<file path="config.mk">
export PLATFORM = sky130hd
export DESIGN_NAME = pc_addr_unit
export DESIGN_NICKNAME = d
export VERILOG_FILES = /design/src/rtl/pc_addr_unit.sv
export SDC_FILE = /design/constraint.sdc
export NUM_CORES = 1
export LEC_CHECK = 0
export CAP_MARGIN = 20
export CORE_ASPECT_RATIO = 0.5
export CORE_MARGIN = 1
export CORE_UTILIZATION = 40
export CTS_CLUSTER_SIZE = 8
export DETAILED_ROUTE_END_ITERATION = 10
export GPL_ROUTABILITY_DRIVEN = 0
export PLACE_DENSITY = 0.87
export SLEW_MARGIN = 10
export SYNTH_ARGS = -nofsm -noshare
export SYNTH_HDL_FRONTEND = slang
export SYNTH_SLANG_ARGS = --single-unit
</file>
<file path="constraint.sdc">
create_clock -name clk -period 3.15 [get_ports clk]
set_clock_uncertainty 0.15 [all_clocks]
set_input_delay 0.4725 -clock clk [delete_from_list [all_inputs] [get_ports clk]]
set_output_delay 0.4725 -clock clk [all_outputs]
set_load 0.01 [all_outputs]
</file>
<file path="src/rtl/pc_addr_unit.sv">
// Program-counter and memory-address unit for the multicycle datapath.
// Covers PC-next source selection, PC write/branch/exception loading, misalign tracking and the memory address select.
module pc_addr_unit #(
  parameter int unsigned      WIDTH      = 32,
  parameter int unsigned      NSRC       = 4,
  parameter logic [WIDTH-1:0] RESET_PC   = WIDTH'(32'h0000_0000),
  parameter logic [WIDTH-1:0] EXC_VECTOR = WIDTH'(32'h0000_0080),
  parameter int unsigned      ADDR_REG   = 0,
  localparam int unsigned     SELW       = (NSRC > 1) ? $clog2(NSRC) : 1
) (
  input  logic                  clk,
  input  logic                  rst_n,
  input  logic [NSRC*WIDTH-1:0] src_bus_i,
  input  logic [SELW-1:0]       pc_src_i,
  input  logic                  pc_write_i,
  input  logic                  pc_write_cond_i,
  input  logic                  cond_zero_i,
  input  logic                  branch_ne_i,
  input  logic                  iord_i,
  input  logic [WIDTH-1:0]      data_addr_i,
  input  logic                  exc_req_i,
  input  logic                  clr_fault_i,
  output logic [WIDTH-1:0]      pc_o,
  output logic [WIDTH-1:0]      mem_addr_o,
  output logic [WIDTH-1:0]      epc_o,
  output logic                  misalign_o,
  output logic [WIDTH-1:0]      bad_vaddr_o,
  output logic                  pc_updated_o
);

  logic [WIDTH-1:0] pc_q, pc_d;
  logic [WIDTH-1:0] epc_q, epc_d;
  logic             misalign_q, misalign_d;
  logic [WIDTH-1:0] bad_vaddr_q, bad_vaddr_d;
  logic             pc_updated_q, pc_updated_d;

  logic [WIDTH-1:0] target_s;
  logic             src_valid_s;
  logic             take_s;
  logic             target_misaligned_s;
  logic [WIDTH-1:0] mem_addr_s;

  // An out-of-range select leaves src_valid_s low, which suppresses the update.
  always_comb begin
    target_s    = '0;
    src_valid_s = 1'b0;
    for (int i = 0; i < int'(NSRC); i++) begin
      if (pc_src_i == SELW'(i)) begin
        target_s    = src_bus_i[i*WIDTH +: WIDTH];
        src_valid_s = 1'b1;
      end else begin
        target_s    = target_s;
        src_valid_s = src_valid_s;
      end
    end
  end

  assign take_s = src_valid_s &
                  (pc_write_i | (pc_write_cond_i & (cond_zero_i ^ branch_ne_i)));
  assign target_misaligned_s = (target_s[1:0] != 2'b00);

  // Next-state for PC, EPC and fault state; exception beats take, fault beats aligned load.
  always_comb begin
    pc_d         = pc_q;
    epc_d        = epc_q;
    misalign_d   = misalign_q & ~clr_fault_i;
    bad_vaddr_d  = bad_vaddr_q;
    pc_updated_d = 1'b0;
    if (exc_req_i) begin
      pc_d         = EXC_VECTOR;
      epc_d        = pc_q;
      pc_updated_d = 1'b1;
    end else if (take_s && target_misaligned_s) begin
      misalign_d = 1'b1;
      // A clear in the same cycle opens a fresh fault window, so the new target is recorded.
      if (!misalign_q || clr_fault_i) begin
        bad_vaddr_d = target_s;
      end else begin
        bad_vaddr_d = bad_vaddr_q;
      end
    end else if (take_s) begin
      pc_d         = target_s;
      pc_updated_d = 1'b1;
    end else begin
      pc_d = pc_q;
    end
  end

  // Architectural state registers.
  always_ff @(posedge clk or negedge rst_n) begin
    if (!rst_n) begin
      pc_q         <= RESET_PC;
      epc_q        <= '0;
      misalign_q   <= 1'b0;
      bad_vaddr_q  <= '0;
      pc_updated_q <= 1'b0;
    end else begin
      pc_q         <= pc_d;
      epc_q        <= epc_d;
      misalign_q   <= misalign_d;
      bad_vaddr_q  <= bad_vaddr_d;
      pc_updated_q <= pc_updated_d;
    end
  end

  assign mem_addr_s = iord_i ? data_addr_i : pc_q;

  generate
    if (ADDR_REG != 0) begin : g_addr_reg
      logic [WIDTH-1:0] mem_addr_q;

      // Registered address: iord and pc sampled on the same edge.
      always_ff @(posedge clk or negedge rst_n) begin
        if (!rst_n) begin
          mem_addr_q <= RESET_PC;
        end else begin
          mem_addr_q <= mem_addr_s;
        end
      end

      assign mem_addr_o = mem_addr_q;
    end else begin : g_addr_comb
      assign mem_addr_o = mem_addr_s;
    end
  endgenerate

  assign pc_o         = pc_q;
  assign epc_o        = epc_q;
  assign misalign_o   = misalign_q;
  assign bad_vaddr_o  = bad_vaddr_q;
  assign pc_updated_o = pc_updated_q;

endmodule

</file>
==> key figures <==
Synthesis
  – Cell taking the most area after synthesis: dfrtp_1
  – Sequential fraction of the synthesis area: between 50% and 60%
  – Top cells by area, synth: dfrtp_1, mux4_2, mux2_1
  – Synth Area per Inst: 16.0 µm²
  – Top_reg_cell synth: dfrtp_1
  – Unique masters post-synth: 25
  – Post-Synthesis Cells: a little under 300
  – Synth Cell Area: 0.00478 mm²
  – Post-synth EDFFs: 0
  – Syn Nets: between 400 and 500
  – Yosys reg bits: 98
  – Yosys top cell area share: between 50% and 60%
  – Fraction of registers with async set/reset: between 90% and 100%
  – Syn. warnings: 0

Power
  – Clk network pwr share: 31.8%
  – Peak VDD IR: ~0.00040 V
  – Switching part of the total power: between 20% and 30%
  – Switching power: between 1 and 1.5 mW
  – Power per cell area: approximately 500 mW/mm²
  – Comb pwr share: between 30% and 40%
  – Sequential Power Share: between 30 and 40%
  – Total power draw: 4.19 mW
  – P_int: roughly 3.1 mW
  – Leak: between 3 and 4 nW

Final layout
  – Fraction of layout cells with a size suffix above 1: 18.7%
  – Nets: roughly 760
  – Post-Layout Cell Count: about 760
  – Core Util, Final: about three quarters
  – Most common cell after layout, fill and taps aside: clkdlybuf4s50_1
  – Post-Layout Inst Area: 0.00830 mm²
  – Most frequent cells in the layout: clkdlybuf4s50_1, dfrtp_1, mux2_1
  – Area Overhead vs Synth: 73.7%

Place
  – Placed cell area: 0.00792 mm²
  – Final HPWL DP: ~12 mm
  – DP Worst Slack: roughly 0.092 ns
  – IO Port Bufs: 300
  – Placed cells: between 700 and 800

Detailed routing
  – Post-DR vias/cell: just over 5
  – Residual DRC: 0
  – Final WL: around 15 mm
  – Antenna-violating nets left: 0
  – DRT Pass-1 Iters: 4
  – WL/cell: between 20 and 25 µm
  – Starting DRT DRC Count: about 140
  – Vias: roughly 3900

Worst setup path
  – CP Depth: 6
  – R2R depth: 4
  – CP Capture Type: register
  – Buf/Inv on CP: 2
  – Worst Path Max Fanout: 17
  – CP delay by family, top: buffers and inverters
  – Slowest CP cell: nor3_4
  – CP max stage delay: around 0.7 ns
  – CP Launch Type: input pin
  – Critical Setup Path Class: input pin to register
  – Worst Path Required: approximately 3.2 ns
  – WP data arrival: 2.80 ns
  – Cell chain of the critical path: clkdlybuf4s50_1, mux4_2, nor2_4, nor3_4, buf_4, mux2_1

Floorplanning
  – Num rows: 27
  – Die Y: 79.3 µm
  – Die area: about 0.012 mm²
  – I/O Pins: roughly 300
  – Die W: around 160 µm
  – Core area: 0.0113 mm²
  – Initial Util: 42.2%

Clock tree
  – Clock-pin slew on the worst setup and hold paths: 0.07 ns
  – TritonCTS clock tree: yes
  – # clock sinks: 98
  – Postcts setup bufs: 0
  – CTS Hold Buffers Added: 0
  – Clock tree buffer depth: 2
  – Skew-Pair Late Insertion Delay: roughly 0.34 ns
  – Post-CTS Resized: 0
  – CTS buffer count: 9
  – Root buf cell: clkbuf_16
  – # H-tree levels: 3

STA
  – Final setup viols: 0
  – Final Cycle Share: 86.8%
  – Final Hold Fails: 0
  – Fin Hold WS: between 0.06 and 0.07 ns
  – Relative slew margins: about a third
  – Worst-Margin Slew: between 0.9 and 1 ns
  – Final worst setup slack: between 0.4 and 0.5 ns
  – RSZ-0062 raised after global routing: false
  – Pins Over Slew Limit: 0
  – Fmax: 0.366 GHz
  – Crit path time final: between 2 and 3 ns
  – Setup TNS: 0 ns

Global route
  – Largest net degree at the start of global routing: 63
  – GR Util met1: around a third
  – Tot GR Track Use: around 26%
  – M2 GR Usage: a little under half
  – Global routing's busiest layer: met2
  – Initial antenna violation count: 1
  – First-pass GRT wire length: between 20 and 25 mm
  – Vias in the first global route: 4223
  – Total grt overflow: 0
  – Grt met3 use: 5.40%

Job
  – Max-cap viol count: 0

Min path
  – Min-delay worst type: input pin to asynchronous set/reset pin

Outcome
  – Status: completed
[layer usage]
| layer | wire length [µm] | share of wire [%] |
|---|---|---|
| met1 | 6470 | 42 |
| met2 | 8270 | 53 |
| met3 | 625 | 4.0 |
| met4 | 90 | 0.58 |
| met5 | 0 | 0 |
[state kept, by name, indices dropped and copies added, names as in the netlist]
| register | flops |
|---|---|
| pc_updated_o | 1 |
| misalign_o | 1 |
| epc_o | 32 |
| pc_o | 32 |
| bad_vaddr_o | 32 |
[final cells by class]
type | count | area, µm²
Multi-Input combinational cell | 173 | 2180
Clock inverter | 7 | 146
Tap cell | 159 | 199
Fill cell | 767 | 3020
Timing Repair Buffer | 308 | 3080
Clock buffer | 9 | 225
Antenna cell | 1 | 2.50
Sequential cell | 98 | 2450
Inverter | 3 | 11.3
[cell families (layout without fill, tap and decap cells)]
family / after synthesis / after routing / synth area share (%)
compound gates: 35 / 35 / 6.08
xor+xnor: 1 / 1 / 0.183
buf+inv: 27 / 327 / 3.20
flops: 98 / 98 / 51.3
mux: 127 / 127 / 37.5
other cells: 0 / 1 / 0
simple gates: 10 / 10 / 1.70
[worst register-to-register path: stages, from the launching register on]
cell and delay, ns:
dfrtp_1 0.38, nor2b_1 0.18, nor3_4 0.68, buf_4 0.40, mux2_1 0.37
[Yosys cell counts (2+ instances only)]
cell      count
mux4_2       32
mux2_1       50
buf_2         8
and2_1        2
inv_1         2
nor2b_1       2
mux2_2       45
a21oi_1       2
clkbuf_1      7
buf_6         5
nor2_4        2
buf_1         3
dfrtp_1      98
a22o_1       29
[power by group through the flow]
| stage | clock, mW | sequential, mW | combinational (mW) |
|---|---|---|---|
| 3_3_place_gp | 0 | 1.59 | 1.27 |
| 3_5_place_dp | 0 | 1.60 | 1.29 |
| 2_1_floorplan | 0 | 1.67 | 0.374 |
| 5_1_grt | 1.41 | 1.60 | 1.36 |
| 6_report | 1.33 | 1.58 | 1.28 |
| 4_1_cts | 1.36 | 1.58 | 1.30 |
[worst paths after layout]
| kind | start | endpoint | slack [ns] |
|---|---|---|---|
| worst max-delay path | src_bus_i[0] | bad_vaddr_o[5] | 0.42 |
| worst min-delay path | rst_n | pc_updated_o | 0.07 |
| worst max register to register | misalign_o | bad_vaddr_o[5] | 0.86 |
| worst min register to register | epc_o[7] | epc_o[7] | 0.34 |
| max in group asynchronous | rst_n | bad_vaddr_o[12] | 2.10 |
| min in group clk | epc_o[7] | epc_o[7] | 0.34 |
No activity file was read; power rests on OpenSTA's default activity.
